## config.mk

```make
export PLATFORM = sky130hd
export DESIGN_NAME = trng_osc_ctrl_flat
export DESIGN_NICKNAME = d
export VERILOG_FILES = /design/src/rtl/trng_osc_ctrl_if.sv /design/src/rtl/trng_osc_ctrl.sv /design/src/flat_wrapper.sv
export SDC_FILE = /design/constraint.sdc
export NUM_CORES = 1
export LEC_CHECK = 0
export BUFFER_PORTS_ARGS = -buffer_cell sky130_fd_sc_hd__buf_2
export CAP_MARGIN = 40
export CORE_UTILIZATION = 25
export CTS_CLUSTER_DIAMETER = 50
export DETAILED_ROUTE_END_ITERATION = 8
export SLEW_MARGIN = 0
export SYNTH_ARGS = -nofsm -noshare
export SYNTH_HDL_FRONTEND = slang
export SYNTH_SLANG_ARGS = --single-unit
```

## constraint.sdc

```tcl
create_clock -name clk -period 3.1 [get_ports clk]
set_clock_uncertainty 0.05 [all_clocks]
set_input_delay 0.31 -clock clk [delete_from_list [all_inputs] [get_ports clk]]
set_output_delay 0.31 -clock clk [all_outputs]
set_load 0.01 [all_outputs]
```

## src/rtl/trng_osc_ctrl_if.sv

```systemverilog
`default_nettype none
// ============================================================================
//  Module   : trng_osc_ctrl_if
//  Purpose  : Bundles the oscillator-bank control/sample lines and the random
//             word valid/ready port of trng_osc_ctrl.
//  Signals  : en           - run rounds when 1, return to idle when 0
//             osc_t        - T input of each oscillator cell
//             osc_i1       - I1 input of each oscillator cell
//             osc_i2       - I2 input of each oscillator cell (tied low)
//             osc_in       - asynchronous OSC outputs of the cells
//             rnd_data     - random word, stable while rnd_valid=1
//             rnd_valid    - word available
//             rnd_ready    - consumer accepts the word
//             busy         - sequencer not idle
//             health_fail  - sticky stuck-bit alarm
//  Modports : slave  - controller side
//             master - consumer / cell-bank side
//  Revision : 1.0 - initial release
// ============================================================================
interface trng_osc_ctrl_if #(
    parameter int NUM_CELLS = 4,
    parameter int WORD_W    = 32
);
    logic                 en;
    logic [NUM_CELLS-1:0] osc_t;
    logic [NUM_CELLS-1:0] osc_i1;
    logic [NUM_CELLS-1:0] osc_i2;
    logic [NUM_CELLS-1:0] osc_in;
    logic [WORD_W-1:0]    rnd_data;
    logic                 rnd_valid;
    logic                 rnd_ready;
    logic                 busy;
    logic                 health_fail;

    modport slave (
        input  en,
        input  osc_in,
        input  rnd_ready,
        output osc_t,
        output osc_i1,
        output osc_i2,
        output rnd_data,
        output rnd_valid,
        output busy,
        output health_fail
    );

    modport master (
        output en,
        output osc_in,
        output rnd_ready,
        input  osc_t,
        input  osc_i1,
        input  osc_i2,
        input  rnd_data,
        input  rnd_valid,
        input  busy,
        input  health_fail
    );
endinterface
`default_nettype wire

```

## src/rtl/trng_osc_ctrl.sv

```systemverilog
`default_nettype none
// ============================================================================
//  Module   : trng_osc_ctrl
//  Purpose  : Round sequencer for a bank of ring-oscillator cells in the TRNG.
//             Each round holds the cells in reset, arms them, lets them run
//             freely and samples them. The XOR of the synchronised cell outputs
//             is one raw bit; raw bits are packed MSB-first into words handed
//             out on a valid/ready port. A sticky flag reports a run of
//             identical raw bits reaching STUCK_LIMIT.
//  Ports    : clk  - system clock
//             rst  - asynchronous active-high reset
//             bus  - trng_osc_ctrl_if.slave (cell controls, cell outputs,
//                    word handshake, busy, health_fail)
//  Revision : 1.0 - initial release
// ============================================================================
module trng_osc_ctrl #(
    parameter int NUM_CELLS   = 4,
    parameter int RST_CYCLES  = 8,
    parameter int RUN_CYCLES  = 64,
    parameter int WORD_W      = 32,
    parameter int STUCK_LIMIT = 16
) (
    input  wire logic      clk,
    input  wire logic      rst,
    trng_osc_ctrl_if.slave bus
);

    localparam int CNT_MAX  = (RST_CYCLES > RUN_CYCLES) ? RST_CYCLES : RUN_CYCLES;
    localparam int CNT_W    = $clog2(CNT_MAX + 1);
    localparam int BIT_W    = $clog2(WORD_W + 1);
    localparam int RUNLEN_W = $clog2(STUCK_LIMIT + 1);

    localparam logic [2:0] C_IDLE   = 3'd0;
    localparam logic [2:0] C_RESET  = 3'd1;
    localparam logic [2:0] C_START  = 3'd2;
    localparam logic [2:0] C_RUN    = 3'd3;
    localparam logic [2:0] C_SAMPLE = 3'd4;
    localparam logic [2:0] C_HOLD   = 3'd5;

    logic [2:0]           state_q,   state_d;
    logic [CNT_W-1:0]     cnt_q,     cnt_d;
    logic [WORD_W-1:0]    shift_q,   shift_d;
    logic [BIT_W-1:0]     bit_cnt_q, bit_cnt_d;
    logic [WORD_W-1:0]    data_q,    data_d;
    logic                 valid_q,   valid_d;
    logic [RUNLEN_W-1:0]  run_len_q, run_len_d;
    logic                 last_q,    last_d;
    logic                 health_q,  health_d;
    logic [NUM_CELLS-1:0] sync1_q;
    logic [NUM_CELLS-1:0] sync2_q;

    logic                 w_raw;
    logic [WORD_W-1:0]    w_shift_in;
    logic                 w_out_free;
    logic                 w_accept;
    logic                 w_load;
    logic [WORD_W-1:0]    w_load_word;
    logic                 w_t;
    logic                 w_i1;

    assign w_raw      = ^sync2_q;
    assign w_shift_in = {shift_q[WORD_W-2:0], w_raw};
    // The output register can take a new word when empty or being drained now.
    assign w_out_free = !valid_q || bus.rnd_ready;
    assign w_accept   = valid_q && bus.rnd_ready;

    always_comb begin
        state_d     = state_q;
        cnt_d       = cnt_q;
        shift_d     = shift_q;
        bit_cnt_d   = bit_cnt_q;
        data_d      = data_q;
        valid_d     = valid_q;
        run_len_d   = run_len_q;
        last_d      = last_q;
        health_d    = health_q;
        w_load      = 1'b0;
        w_load_word = shift_q;

        case (state_q)
            C_IDLE: begin
                if (bus.en) begin
                    state_d = C_RESET;
                    cnt_d   = '0;
                end
            end
            C_RESET: begin
                if (cnt_q == CNT_W'(RST_CYCLES - 1)) begin
                    cnt_d   = '0;
                    state_d = C_START;
                end else begin
                    cnt_d = cnt_q + 1'b1;
                end
            end
            C_START: begin
                state_d = C_RUN;
            end
            C_RUN: begin
                if (cnt_q == CNT_W'(RUN_CYCLES - 1)) begin
                    cnt_d   = '0;
                    state_d = C_SAMPLE;
                end else begin
                    cnt_d = cnt_q + 1'b1;
                end
            end
            C_SAMPLE: begin
                shift_d = w_shift_in;
                // Run length of identical raw bits; zero means no bit seen yet.
                if ((run_len_q == '0) || (w_raw != last_q)) begin
                    run_len_d = RUNLEN_W'(1);
                end else if (run_len_q != RUNLEN_W'(STUCK_LIMIT)) begin
                    run_len_d = run_len_q + 1'b1;
                end
                last_d = w_raw;
                if (run_len_d == RUNLEN_W'(STUCK_LIMIT)) begin
                    health_d = 1'b1;
                end
                if (bit_cnt_q == BIT_W'(WORD_W - 1)) begin
                    if (w_out_free) begin
                        w_load      = 1'b1;
                        w_load_word = w_shift_in;
                        bit_cnt_d   = '0;
                        state_d     = C_RESET;
                    end else begin
                        // Full word parked in the shift register until the
                        // consumer drains the output register.
                        bit_cnt_d = BIT_W'(WORD_W);
                        state_d   = C_HOLD;
                    end
                end else begin
                    bit_cnt_d = bit_cnt_q + 1'b1;
                    state_d   = C_RESET;
                end
            end
            C_HOLD: begin
                if (w_out_free) begin
                    w_load      = 1'b1;
                    w_load_word = shift_q;
                    bit_cnt_d   = '0;
                    state_d     = C_RESET;
                end
            end
            default: begin
                state_d = C_IDLE;
            end
        endcase

        // Disabling abandons the round and any partial word; the output
        // register and its handshake carry on untouched.
        if (!bus.en) begin
            state_d   = C_IDLE;
            cnt_d     = '0;
            shift_d   = '0;
            bit_cnt_d = '0;
            run_len_d = '0;
            last_d    = 1'b0;
            health_d  = 1'b0;
            w_load    = 1'b0;
        end

        if (w_load) begin
            data_d  = w_load_word;
            valid_d = 1'b1;
        end else if (w_accept) begin
            valid_d = 1'b0;
        end
    end

    always_ff @(posedge clk or posedge rst) begin
        if (rst) begin
            state_q   <= C_IDLE;
            cnt_q     <= '0;
            shift_q   <= '0;
            bit_cnt_q <= '0;
            data_q    <= '0;
            valid_q   <= 1'b0;
            run_len_q <= '0;
            last_q    <= 1'b0;
            health_q  <= 1'b0;
            sync1_q   <= '0;
            sync2_q   <= '0;
        end else begin
            state_q   <= state_d;
            cnt_q     <= cnt_d;
            shift_q   <= shift_d;
            bit_cnt_q <= bit_cnt_d;
            data_q    <= data_d;
            valid_q   <= valid_d;
            run_len_q <= run_len_d;
            last_q    <= last_d;
            health_q  <= health_d;
            sync1_q   <= bus.osc_in;
            sync2_q   <= sync1_q;
        end
    end

    // Cell controls decode straight from the state so a reset forces them low
    // immediately.
    assign w_t  = (state_q == C_START) || (state_q == C_RUN) || (state_q == C_SAMPLE);
    assign w_i1 = (state_q == C_RUN) || (state_q == C_SAMPLE);

    assign bus.osc_t       = {NUM_CELLS{w_t}};
    assign bus.osc_i1      = {NUM_CELLS{w_i1}};
    assign bus.osc_i2      = '0;
    assign bus.rnd_data    = data_q;
    assign bus.rnd_valid   = valid_q;
    assign bus.busy        = (state_q != C_IDLE);
    assign bus.health_fail = health_q;

endmodule
`default_nettype wire

```

## src/flat_wrapper.sv

```systemverilog
// flat-port wrapper written by rule: the top's interface ports become plain ports
module trng_osc_ctrl_flat 
#(
    parameter int NUM_CELLS   = 4,
    parameter int RST_CYCLES  = 8,
    parameter int RUN_CYCLES  = 64,
    parameter int WORD_W      = 32,
    parameter int STUCK_LIMIT = 16
)
  (clk, rst, bus_en, bus_osc_in, bus_rnd_ready, bus_osc_t, bus_osc_i1, bus_osc_i2, bus_rnd_data, bus_rnd_valid, bus_busy, bus_health_fail);
  trng_osc_ctrl_if #(.NUM_CELLS(NUM_CELLS), .WORD_W(WORD_W)) bus_i ();
  input  wire logic clk;
  input  wire logic rst;
  input wire logic [$bits(bus_i.en)-1:0] bus_en;
  input wire logic [$bits(bus_i.osc_in)-1:0] bus_osc_in;
  input wire logic [$bits(bus_i.rnd_ready)-1:0] bus_rnd_ready;
  output wire logic [$bits(bus_i.osc_t)-1:0] bus_osc_t;
  output wire logic [$bits(bus_i.osc_i1)-1:0] bus_osc_i1;
  output wire logic [$bits(bus_i.osc_i2)-1:0] bus_osc_i2;
  output wire logic [$bits(bus_i.rnd_data)-1:0] bus_rnd_data;
  output wire logic [$bits(bus_i.rnd_valid)-1:0] bus_rnd_valid;
  output wire logic [$bits(bus_i.busy)-1:0] bus_busy;
  output wire logic [$bits(bus_i.health_fail)-1:0] bus_health_fail;
  assign bus_i.en = bus_en;
  assign bus_i.osc_in = bus_osc_in;
  assign bus_i.rnd_ready = bus_rnd_ready;
  assign bus_osc_t = bus_i.osc_t;
  assign bus_osc_i1 = bus_i.osc_i1;
  assign bus_osc_i2 = bus_i.osc_i2;
  assign bus_rnd_data = bus_i.rnd_data;
  assign bus_rnd_valid = bus_i.rnd_valid;
  assign bus_busy = bus_i.busy;
  assign bus_health_fail = bus_i.health_fail;
  trng_osc_ctrl #(.NUM_CELLS(NUM_CELLS), .RST_CYCLES(RST_CYCLES), .RUN_CYCLES(RUN_CYCLES), .WORD_W(WORD_W), .STUCK_LIMIT(STUCK_LIMIT)) u_core (.clk(clk), .rst(rst), .bus(bus_i));
endmodule
```

# After elaboration in Yosys (flattened, before gate mapping)
# Cells that the tools add are included.
# classes
n_addsub,3
n_eq_ne,18
n_mux,37
n_reduce_logical,15
# op_table
operator,n
$mux W32,5
$mux W5,5
$mux W6,4
$mux W7,3
$pmux W7 S3,1
$mux W3,6
$pmux W3 S6,1
$pmux W6 S2,1
$mux W1,10
$ne A3 B2 Y1 const B,3
$add A7 B1 Y7 const B,1
$eq A7 B3 Y1 const B,1
$eq A7 B6 Y1 const B,1
$add A6 B1 Y6 const B,1
$eq A3 B2 Y1 const B,2
$eq A3 B3 Y1 const B,2
$eq A6 B5 Y1 const B,1
$add A5 B1 Y5 const B,1
$eq A5 B5 Y1 const B,1
$logic_not A5 Y1,1
$logic_or A1 B1 Y1,5
$ne A5 B5 Y1 const B,1
$ne A2 B1 Y1 const B,2
$ne A4 B1 Y1 const B,1
other kinds (12),13
# totals
ff_bits,96
input_bits,8
out_inout_bits,47

# Longest topological paths before layout
# Gate-level depths: netlist of run 1.
# depth
ltp_word,9
depth_mapped,6

# Worst setup path after synthesis of run 1
# OpenSTA, ideal clock, no wires.
# synth_timing
kind,reg2reg
startpoint,register u_core.state_q[1]
endpoint,"register u_core.data_q[1], in the netlist u_core.bus.rnd_data[1]"
setup_ns,0.128
arrival_ns,2.048
required_ns,2.922
setup_slack_ns,0.875
stages_incl_launch_ff,6
synth_period_minus_slack_ns,2.225
path_cell_list,dfrtp_1 > or3b_1 > nor4b_4 > buf_6 > mux2_2 > mux2_1
# synth_between
elab_chain_len,3
# synth_lines
item,line,source
start: declaration,trng_osc_ctrl.sv:40,"logic [2:0] state_q, state_d;"
start signal: assignment,trng_osc_ctrl.sv:183,state_q <= state_d;
$eq A3 B3 Y1,trng_osc_ctrl.sv:80,case (state_q)
$pmux W1 S2,trng_osc_ctrl.sv:80,
$mux W1,trng_osc_ctrl.sv:150,if (!bus.en) begin
end signal: assignment,trng_osc_ctrl.sv:187,data_q <= data_d;
end: declaration,trng_osc_ctrl.sv:44,"logic [WORD_W-1:0] data_q, data_d;"
# Several ways; a longest one is shown, not always the timed one.
# A chain may end at the register's enable or synchronous reset.

# Final worst setup path of run 1
# layout_timing
startpoint,register u_core.state_q[2]
endpoint,"register u_core.data_q[15], in the netlist u_core.bus.rnd_data[15]"
# The elaborated chain is that of the path after synthesis.

==> metrics.cfg, run 1 <==
[clocking]
cts-htree-levels=3
cts_hold_buf=0
tritoncts=yes
post_cts_resized=0
insertion_delay_ps=340
cts.sinks=95
post_cts_buffers=0
root_buffer=clkbuf_16
path_clk_slew_ps=70
cts_made_buffers=9
cts_buffer_depth=2

[critical_path]
critPathLaunchType=flip-flop
critPathMaxFanout=32
path_cells=or3b_1 -> nor4b_4 -> buf_4 -> mux2_2 -> mux2_1
crit_path_end_kind=flip-flop
crit_type=flip-flop to flip-flop
worstPathRequired_ps=3270
worstPathArrival_ps=2710
slowest_delay_ps=540
critPathBufInv=1
cpMaxStageDelayCell=dfrtp_1
path_delay_family=simple AND/OR/NAND/NOR gates

[global_routing]
grt_pass1_vias=3415
grt-ovfl-total=0
grt_use_total=0.109
grt_pass1_wl_um=17000
grt_max_degree=53
antenna_found_initial=0

[sta]
setup_viol=0
relSlewSlack=0.474
rsz0062_at_grt=false
drv_slew=0
worst_pin_slew_ps=787
finalCritPeriodShare=0.819
final_hold_viol_count=0
max_freq_mhz=394
setup_tns_ps=0
min_period_ps=2540

[die]
die-width_um=139
row_count=49
dieArea_um2=19200
die_y_um=139
io_pins=55
core-area_um2=18100
start_util=0.257

[placement]
port_buffers=50
place_hpwl_um=6410
place.gp.congestion=0.792
post_dp_cell_area_um2=5060

[synthesis]
ys_warn_count=0
synth_edf_count=0
synth_flop_cell=dfrtp_1
seq_area_frac_synth=0.510
synth_async_sr_flop_share=1.00
ys_ff_latch=95
syn_inst=436
mappedNetlistArea_um2=4660
avgSynthCellArea_um2=10.7
synth_cell_types=54

[drt]
dr.pass1.iters=9
finalWirelength_um=9870
drtIter0Drc=229
drc_errors=7
vias=3356
antenna_left=0
viasPerCell=4.79
avgRoutedWirePerCell_um=14.1

[finish]
n_antenna_cell=0
finalInstanceArea_um2=5370
multi_input_area_um2=2050
final_nets=480
drive_above_1_share=0.229
regArea_um2=2380
fillers=1913
syn2layout_area_growth_pct=15.2

[power]
ir_worst_vdd_uv=263
power_density_nw_per_um2=501
p_leak_nw=2.54

[outcome]
violations=DRC
outcome=finished with violations

[job]
drv_cap=0

[worst_hold_path]
hp-class=input port to flip-flop

==> cell usage after synthesis (2+ instances only) <==
cell	count	area share
o21a_1	3	0.0048
nand3b_1	3	0.0048
mux2i_1	2	0.0043
nor3b_1	3	0.0048
buf_4	12	0.019
and3_1	3	0.0040
nand3_1	10	0.011
dfrtp_1	95	0.51
o41ai_1	3	0.0056
nor2_1	11	0.0089
a32oi_1	2	0.0038
clkbuf_1	20	0.016
nand2_1	75	0.060
o211ai_1	2	0.0032
a32o_1	2	0.0043
or3_1	2	0.0027
nor2b_1	4	0.0054
xnor2_1	2	0.0038
nand4_1	3	0.0040
mux2_2	33	0.080
nand2b_1	7	0.0094
a21o_1	2	0.0032
buf_2	3	0.0032
inv_1	9	0.0072
a211oi_1	2	0.0032
o2bb2ai_1	5	0.0094
a31oi_1	3	0.0040
mux2_1	32	0.077
a21oi_1	36	0.039
o21ai_0	11	0.012
nor3_1	3	0.0032
xor2_1	3	0.0056
a211o_1	2	0.0038
ha_1	4	0.011
o22ai_1	3	0.0040
buf_6	3	0.0072
==> flip-flops by register name (all words and copies together) (netlist names) <==
| register | flops |
|---|---|
| u_core.state_q | 3 |
| u_core.cnt_q | 7 |
| u_core.sync1_q | 4 |
| u_core.bus.rnd_valid | 1 |
| u_core.bit_cnt_q | 6 |
| u_core.bus.rnd_data | 32 |
| u_core.shift_q | 32 |
| u_core.bus.health_fail | 1 |
| u_core.run_len_q | 5 |
| u_core.sync2_q | 4 |
==> per-stage QoR <==
step | setup slack (ps) | power [W] | instances | hold slack, ps | utilization
6_report | 561 | 0.00269 | 701 | 23.7 | 0.296
2_1_floorplan | 263 | 0.00151 | 439 | 281 | -
4_1_cts | 551 | 0.00273 | 701 | 9.65 | 0.296
5_1_grt | 427 | 0.00280 | 701 | 16.2 | 0.296
3_5_place_dp | 575 | 0.00157 | 686 | 294 | 0.279
3_3_place_gp | 640 | 0.00156 | 686 | 289 | 0.279
==> placed cells by master (no fill, tap or decap), types with 5 or more instances in the layout <==
cell        n
a21oi_1    36
buf_2      50
buf_4       6
clkbuf_16   9
dfrtp_1    95
inv_1       8
mux2_1     32
mux2_2     33
nand2_1    75
nand2b_1    7
nand3_1    10
nor2_1     11
o21ai_0    11
o2bb2ai_1   5
==> logic make-up after synthesis <==
logic type / after synthesis / share of synthesized area
compound gates: 85 / 0.116
xor+xnor: 6 / 0.0142
fa+ha+maj: 4 / 0.0107
buf+inv: 48 / 0.0539
flops: 95 / 0.510
mux: 67 / 0.161
other cells: 1 / 0.000804
simple gates: 130 / 0.133
==> path summary, 6_finish.rpt <==
| path | from | end | slack (ps) | cells after the start |
|---|---|---|---|---|
| worst max-delay path | u_core.state_q[2] | u_core.bus.rnd_data[15] | 560 | 5 |
| worst min-delay path | bus_osc_in[1] | u_core.sync1_q[1] | 20 | 1 |
| worst max register to register | u_core.state_q[2] | u_core.bus.rnd_data[15] | 560 | 5 |
| worst min register to register | u_core.sync1_q[0] | u_core.sync2_q[0] | 310 | 0 |
| max in group asynchronous | rst | u_core.bus.rnd_data[15] | 2230 | 3 |
| min in group asynchronous | rst | u_core.bus.rnd_data[23] | 40 | 2 |
==> routing by layer <==
| metal | track usage | up-vias | part of all wire |
|---|---|---|---|
| li1 | - | 1582 | - |
| met1 | 0.144 | 1660 | 0.47 |
| met2 | 0.177 | 103 | 0.47 |
| met3 | 0.0259 | 11 | 0.048 |
| met4 | 0.0302 | 0 | 0.011 |
| met5 | 0 | - | 0 |
==> report_power, final <==
group          switching (W)  leakage, nW  internal, W
Sequential         0.0000290         1.30      0.00127
Combinational       0.000157         1.10    0.0000890
Clock               0.000476        0.144     0.000668
Total               0.000662         2.54      0.00203
==> layout make-up <==
cell class              count  share of cell area
multi-input cells         296               0.382
clock inverters             4              0.0100
repair buffers             57              0.0587
well taps                 229              0.0533
clock buffers              11              0.0471
flip-flops and latches     95               0.443
inverters                   9             0.00652
No activity file was read; power rests on OpenSTA's default activity.
==> run 2, diff against run 1 <==
--- a/config.mk
+++ b/config.mk
@@ -5,6 +5,7 @@
 export SDC_FILE = /design/constraint.sdc
 export NUM_CORES = 1
 export LEC_CHECK = 0
+export ABC_AREA = 1
 export BUFFER_PORTS_ARGS = -buffer_cell sky130_fd_sc_hd__buf_2
 export CAP_MARGIN = 40
 export CORE_UTILIZATION = 25
==> constraint.sdc (replaced) <==
create_clock -name clk -period 2.4 [get_ports clk]
set_clock_uncertainty 0.05 [all_clocks]
set_input_delay 0.24 -clock clk [delete_from_list [all_inputs] [get_ports clk]]
set_output_delay 0.24 -clock clk [all_outputs]
set_load 0.01 [all_outputs]
==> run 2 against run 1 <==
Cell count up 10%. Worst hold slack better by 210 ps. Synthesized cell count up 14%. Combinational power rose to 3.1 times the previous value. The flow now finishes without violations. Sequential share of layout area up 0.62 points. Sequential cell count unchanged. Final area down 1.4%. Register-to-register slack worse by 280 ps.
==> metrics.cfg, run 2 <==
[worst_hold_path]
hp-class=input port to flip-flop

[finish]
final_cell_mix=nand2_1 (99), dfrtp_1 (95), inv_1 (60), buf_2 (50), o21ai_0 (44)
syn2layout_area_growth_pct=17.0
regArea_um2=2380  ; unchanged
n_antenna_cell=0  ; unchanged
layout_commonest_cell=nand2_1
final_nets=555  ; +16%
drive_above_1_share=0.239  ; +0.0102
fillers=1844  ; -3.6%
fin_util=0.303  ; +0.00713
finalInstanceArea_um2=5300  ; -1.4%
multi_input_area_um2=1690  ; -17%

[global_routing]
grt_pass1_wl_um=15000  ; -12%
grt_max_degree=64  ; +21%
grt_use_total=0.102  ; -0.00697
grt_pass1_vias=3206  ; -6.1%
antenna_found_initial=0  ; unchanged
grt-ovfl-total=0  ; unchanged

[sta]
finalCritPeriodShare=0.882  ; +0.0628
drv_slew=0  ; unchanged
setup_tns_ps=0  ; unchanged
relSlewSlack=0.477  ; +0.00271
worst_pin_slew_ps=784  ; -3.15 ps
final_hold_viol_count=0  ; unchanged
rsz0062_at_grt=false
min_period_ps=2120  ; -423 ps
setup_viol=0  ; unchanged
whs_ps=230  ; +206 ps
max_freq_mhz=473  ; +20%

[power]
switching_share=0.307  ; +0.0613
finalPower_w=0.00402  ; +50%
sequentialPowerShare=0.446  ; -0.037
clockPowerShare=0.363  ; -0.062
comb_power_share=0.191  ; +0.100
power_density_nw_per_um2=759  ; +52%
ir_worst_vdd_uv=381  ; +45%
p_switching_w=0.00124  ; +87%
internal_power_w=0.00279  ; +37%
p_leak_nw=2.62  ; +3.1%

[critical_path]
cp_common_cell=nand2_2
critPathLaunchType=flip-flop
worstPathRequired_ps=2620  ; -650 ps
crit_path_end_kind=flip-flop
slowest_delay_ps=570  ; +30 ps
crit_type=flip-flop to flip-flop
critPathMaxFanout=63  ; +97%
cpMaxStageDelayCell=inv_4
path_cells=ha_1 -> nand3_2 -> nor2_4 -> inv_2 -> nor2_8 -> nand2_2 -> nand2_2 -> nand2_2 -> nor2_4 -> inv_4 -> nand2_1 -> o21ai_2
worstPathArrival_ps=2340  ; -370 ps

[clocking]
tritoncts=yes
path_clk_slew_ps=70  ; about the same
cts-htree-levels=3  ; unchanged
insertion_delay_ps=340  ; about the same
cts_buffer_depth=2  ; unchanged
cts_made_buffers=9  ; unchanged
root_buffer=clkbuf_16
cts.sinks=95  ; unchanged

[synthesis]
ys_warn_count=0  ; unchanged
synth_cell_types=37  ; -31%
avgSynthCellArea_um2=9.10  ; -15%
yosys-top-cells-area=dfrtp_1 (52%), nand2_1 (8.2%), o21ai_2 (6.0%)
synth_edf_count=0  ; unchanged
mappedNetlistArea_um2=4530  ; -2.9%
synth.top_cell.area_share=0.525  ; +0.0151
yosysTopAreaCell=dfrtp_1
ys_ff_latch=95  ; unchanged
synth_commonest_cells=nand2_1 (99), dfrtp_1 (95), inv_1 (61)
synth_most_common_cell=nand2_1
seq_area_frac_synth=0.525  ; +0.0151
synth_async_sr_flop_share=1.00  ; unchanged
synth_flop_cell=dfrtp_1
syn_inst=498  ; +14%

[die]
die-width_um=137  ; -1.4%
start_util=0.259  ; +0.00220
core-area_um2=17500  ; -3.7%
die_y_um=137  ; -1.4%
io_pins=55  ; unchanged
row_count=48  ; -2.0%
dieArea_um2=18700  ; -2.8%

[outcome]
outcome=completed

[drt]
dr.pass1.iters=4  ; -5
viasPerCell=4.29  ; -10%
avgRoutedWirePerCell_um=11.3  ; -20%
vias=3316  ; -1.2%
drtIter0Drc=170  ; -26%
antenna_left=0  ; unchanged
finalWirelength_um=8740  ; -11%
drc_errors=0  ; -7

[placement]
place_hpwl_um=6090  ; -5.0%
place.gp.congestion=0.806  ; +1.8%
post_dp_cell_area_um2=4940  ; -2.4%
port_buffers=50  ; unchanged

[job]
drv_cap=0  ; unchanged

-- run 2: cell types whose count changed in the layout (fill, tap and decap cells not counted), moves of 6 or more --
cell      change
inv_2         +6
inv_1        +52
mux2_1       -32
o21ai_0      +33
o21ai_2      +31
nor2_1        +6
o22ai_1      +30
nand3_1       +8
nand2_1      +24
nand2b_1      -7
nand2_2      +12
mux2_2       -33
a21oi_1      -27
-- run 2: worst paths after layout --
path	startpoint	end	slack [ps]	cells after the start
max reg2reg	u_core.bit_cnt_q[0]	u_core.bus.rnd_data[31]	280	12
max	u_core.bit_cnt_q[0]	u_core.bus.rnd_data[31]	280	12
min reg2reg	u_core.sync1_q[0]	u_core.sync2_q[0]	300	0
min in group asynchronous	rst	u_core.sync1_q[1]	400	3
min	bus_en	u_core.state_q[2]	230	3
max in group asynchronous	rst	u_core.bus.rnd_data[24]	1280	4
-- run 2: timing repair --
action	4_1_cts	5_1_grt
hold buffers	5	0
setup endpoints to repair	0	0
hold endpoints to repair	17	0
buffers inserted	0	0
gates resized for setup	0	0
-- run 2: power by group through the flow --
stage / clock network, W / registers, W / logic [W]
after global routing: 0.00157 / 0.00181 / 0.000887
after floorplan: 0 / 0.00183 / 0.000614
after global placement: 0 / 0.00182 / 0.000771
final: 0.00146 / 0.00179 / 0.000769
after detailed placement: 0 / 0.00182 / 0.000779
after CTS: 0.00150 / 0.00179 / 0.000786
-- run 2: kinds of logic (layout without fill, tap and decap cells) --
logic type                 Yosys count  count (layout)  synth area share
AOI/OAI and AO/OA                  131             131             0.185
xor gates and xnor gates             6               6            0.0116
adders and majority gates            4               4            0.0111
buffers and inverters               99             146             0.104
DFF                                 95              95             0.525
other                                1               4          0.000828
and+or+nand+nor                    162             162             0.163
-- run 2: layout make-up --
class / count / share of cell area
sequential: 95 / 0.449
clock buffer: 10 / 0.0432
timing repair buffer: 62 / 0.0713
inverter: 68 / 0.0494
clock inverter: 6 / 0.0144
tap: 225 / 0.0531
multi-input combinational: 307 / 0.320
-- run 2: worst max-delay path: cells and delay by family, from the launching register on --
kind                       cells  cell delay (ps)
AOI/OAI and AO/OA              1               90
adders and majority gates      1              240
buffers and inverters          2              650
DFF                            1              390
and+or+nand+nor                8              600
-- run 2: metrics by stage --
stage | setup WS (ps) | std cells
2_1_floorplan | 741 | 501
3_3_place_gp | 325 | 752
3_5_place_dp | 288 | 752
4_1_cts | 280 | 773
5_1_grt | 77.6 | 773
6_report | 284 | 773
-- run 2: per-layer routing --
metal / up-vias / global-route usage / wire length [µm]
li1: 1717 / - / -
met1: 1530 / 0.128 / 4130
met2: 62 / 0.167 / 4120
met3: 7 / 0.0278 / 389
met4: 0 / 0.0352 / 97
met5: - / 0 / 0
==> run 3, diff against run 2 <==
--- a/config.mk
+++ b/config.mk
@@ -11,6 +11,7 @@
 export CORE_UTILIZATION = 25
 export CTS_CLUSTER_DIAMETER = 50
 export DETAILED_ROUTE_END_ITERATION = 8
+export REMOVE_ABC_BUFFERS = 1
 export SLEW_MARGIN = 0
 export SYNTH_ARGS = -nofsm -noshare
 export SYNTH_HDL_FRONTEND = slang
==> run 3 against run 2 <==
Routed wire length up 2.4%. Power down 2.7%. Register-to-register slack better by 100 ps. Core utilization about the same. First-iteration DRC count up 55%. Via count down 0.60%. Sequential share of layout area about the same. Non-clock buffer count up 2. Setup slack better by 100 ps. Critical endpoint is now u_core.bus.rnd_data[27]. Largest power group unchanged.
==> metrics.cfg, run 3 (synthesis results as in run 2) <==
[drt]
avgRoutedWirePerCell_um=11.6  ; +2.2%
viasPerCell=4.26  ; -0.73%
drc_errors=0  ; unchanged
vias=3296  ; -0.60%
drtIter0Drc=263  ; +55%
dr.pass1.iters=4  ; unchanged
antenna_left=0  ; unchanged
finalWirelength_um=8950  ; +2.4%

[sta]
relSlewSlack=0.625  ; +0.148
rsz0062_at_grt=false
worst_pin_slew_ps=563  ; -221 ps
setup_tns_ps=0  ; unchanged
final_hold_viol_count=0  ; unchanged
finalCritPeriodShare=0.839  ; -0.0425
min_period_ps=2010  ; -102 ps
drv_slew=0  ; unchanged
max_freq_mhz=496  ; +5.1%
setup_viol=0  ; unchanged

[finish]
finalInstanceArea_um2=5290  ; about the same
n_antenna_cell=0  ; unchanged
regArea_um2=2380  ; unchanged
drive_above_1_share=0.240  ; +0.00139
final_nets=557  ; +0.36%
final_cell_mix=nand2_1 (99), dfrtp_1 (95), inv_1 (60), buf_2 (50), o21ai_0 (44)
fin_util=0.303  ; about the same
final_cells=774  ; +0.13%
layout_commonest_cell=nand2_1
multi_input_area_um2=1690  ; unchanged
fillers=1854  ; +0.54%
syn2layout_area_growth_pct=16.9  ; about the same

[clocking]
post_cts_resized=0  ; unchanged
tritoncts=yes
cts_made_buffers=9  ; unchanged
cts_buffer_depth=2  ; unchanged
root_buffer=clkbuf_16
path_clk_slew_ps=60  ; about the same
insertion_delay_ps=350  ; about the same
cts-htree-levels=3  ; unchanged
cts.sinks=95  ; unchanged

[die]
io_pins=55  ; unchanged
dieArea_um2=18700  ; unchanged
row_count=48  ; unchanged
start_util=0.259  ; unchanged
die-width_um=137  ; unchanged
die_y_um=137  ; unchanged
core-area_um2=17500  ; unchanged

[global_routing]
grt_pass1_vias=3212  ; +0.19%
grt_pass1_wl_um=15600  ; +3.9%
antenna_found_initial=0  ; unchanged
grt_max_degree=45  ; -30%
grt_use_total=0.108  ; +0.00608
grt-ovfl-total=0  ; unchanged

[power]
ir_worst_vdd_uv=375  ; -1.6%
clockPowerShare=0.343  ; -0.020
p_switching_w=0.00121  ; -1.9%
comb_power_share=0.200  ; +0.009
p_leak_nw=2.63  ; +0.38%
finalPower_w=0.00391  ; -2.7%
power_density_nw_per_um2=739  ; -2.6%
sequentialPowerShare=0.457  ; +0.011
switching_share=0.310  ; +0.00264
internal_power_w=0.00270  ; -3.1%

[job]
drv_cap=0  ; unchanged

[worst_hold_path]
min_from=bus_en
hold_depth=3  ; unchanged
hp-class=input port to flip-flop
hold-path-endpoint=u_core.state_q[1]

[critical_path]
slowest_delay_ps=350  ; -220 ps
path_cells=ha_1 -> nand3_2 -> nor2_4 -> inv_2 -> nor2_8 -> nand3_4 -> buf_12 -> o21ai_0 -> o21ai_2
crit_path_start=u_core.bit_cnt_q[0]
crit_path_end_kind=flip-flop
worstPathRequired_ps=2580  ; -40 ps
critPathBufInv=2  ; unchanged
path_delay_family=simple AND/OR/NAND/NOR gates
r2r-end=u_core.bus.rnd_data[27]
worst-r2r-cell-count=9  ; -3
critPathMaxFanout=35  ; -44%
crit_type=flip-flop to flip-flop
r2r_start=u_core.bit_cnt_q[0]
rrSetupSlack_ps=390  ; +100 ps
worstPathArrival_ps=2200  ; -140 ps
cpMaxStageDelayCell=dfrtp_1
critPathLaunchType=flip-flop

[placement]
dp_cells=754  ; +0.27%
post_dp_cell_area_um2=4970  ; +0.53%
place.gp.congestion=0.743  ; -7.9%
place_hpwl_um=6180  ; +1.6%
port_buffers=50  ; unchanged

[outcome]
outcome=completed

run 3: area by class of cell:
class                      instances  share of cell area
clock buffer                      11              0.0459
clock inverter                     4             0.00591
inverter                          68              0.0492
multi-input combinational        307               0.320
sequential                        95               0.449
tap                              225              0.0532
timing repair buffer              64              0.0766
run 3: per-stage QoR:
step                worst slack [ps]  hold WS [ps]
floorplan                       -367           221
global placement                 429           285
detailed placement               362           285
CTS                              364           207
global route                     169           245
finish                           386           225
run 3: metal layers:
| metal | up-vias | track usage | part of all wire |
|---|---|---|---|
| li1 | 1719 | - | - |
| met1 | 1527 | 0.135 | 0.48 |
| met2 | 39 | 0.173 | 0.47 |
| met3 | 11 | 0.0352 | 0.041 |
| met4 | 0 | 0.0407 | 0.016 |
| met5 | - | 0 | 0 |
run 3: timing repair:
action                                 in CTS  in global routing
hold buffers                                5                  0
buffers inserted                            0                  0
endpoints found under the hold margin      45                  0
run 3: power by group through the flow:
stage / Clock, W / Combinational [W] / Sequential, W
5_1_grt: 0.00146 / 0.000904 / 0.00181
6_report: 0.00134 / 0.000783 / 0.00179
3_3_place_gp: 0 / 0.000794 / 0.00182
4_1_cts: 0.00140 / 0.000803 / 0.00179
2_1_floorplan: 0 / 0.000486 / 0.00183
3_5_place_dp: 0 / 0.000793 / 0.00182
run 3: how the worst max path moves through the flow:
stage / end / slack, ps / cells after the start
6_report: u_core.bus.rnd_data[27] / 390 / 9
3_3_place_gp: u_core.bus.rnd_data[2] / 430 / 9
3_5_place_dp: u_core.bus.rnd_data[3] / 360 / 9
2_1_floorplan: u_core.bit_cnt_q[0] / -370 / 1
4_1_cts: u_core.bus.rnd_data[27] / 360 / 9
5_1_grt: u_core.bus.rnd_data[26] / 170 / 9
run 3: worst register-to-register path: stages, from the launching register on:
cell	delay [ps]
dfrtp_1	350
ha_1	210
nand3_2	120
nor2_4	110
inv_2	70
nor2_8	110
nand3_4	290
buf_12	290
o21ai_0	230
o21ai_2	80
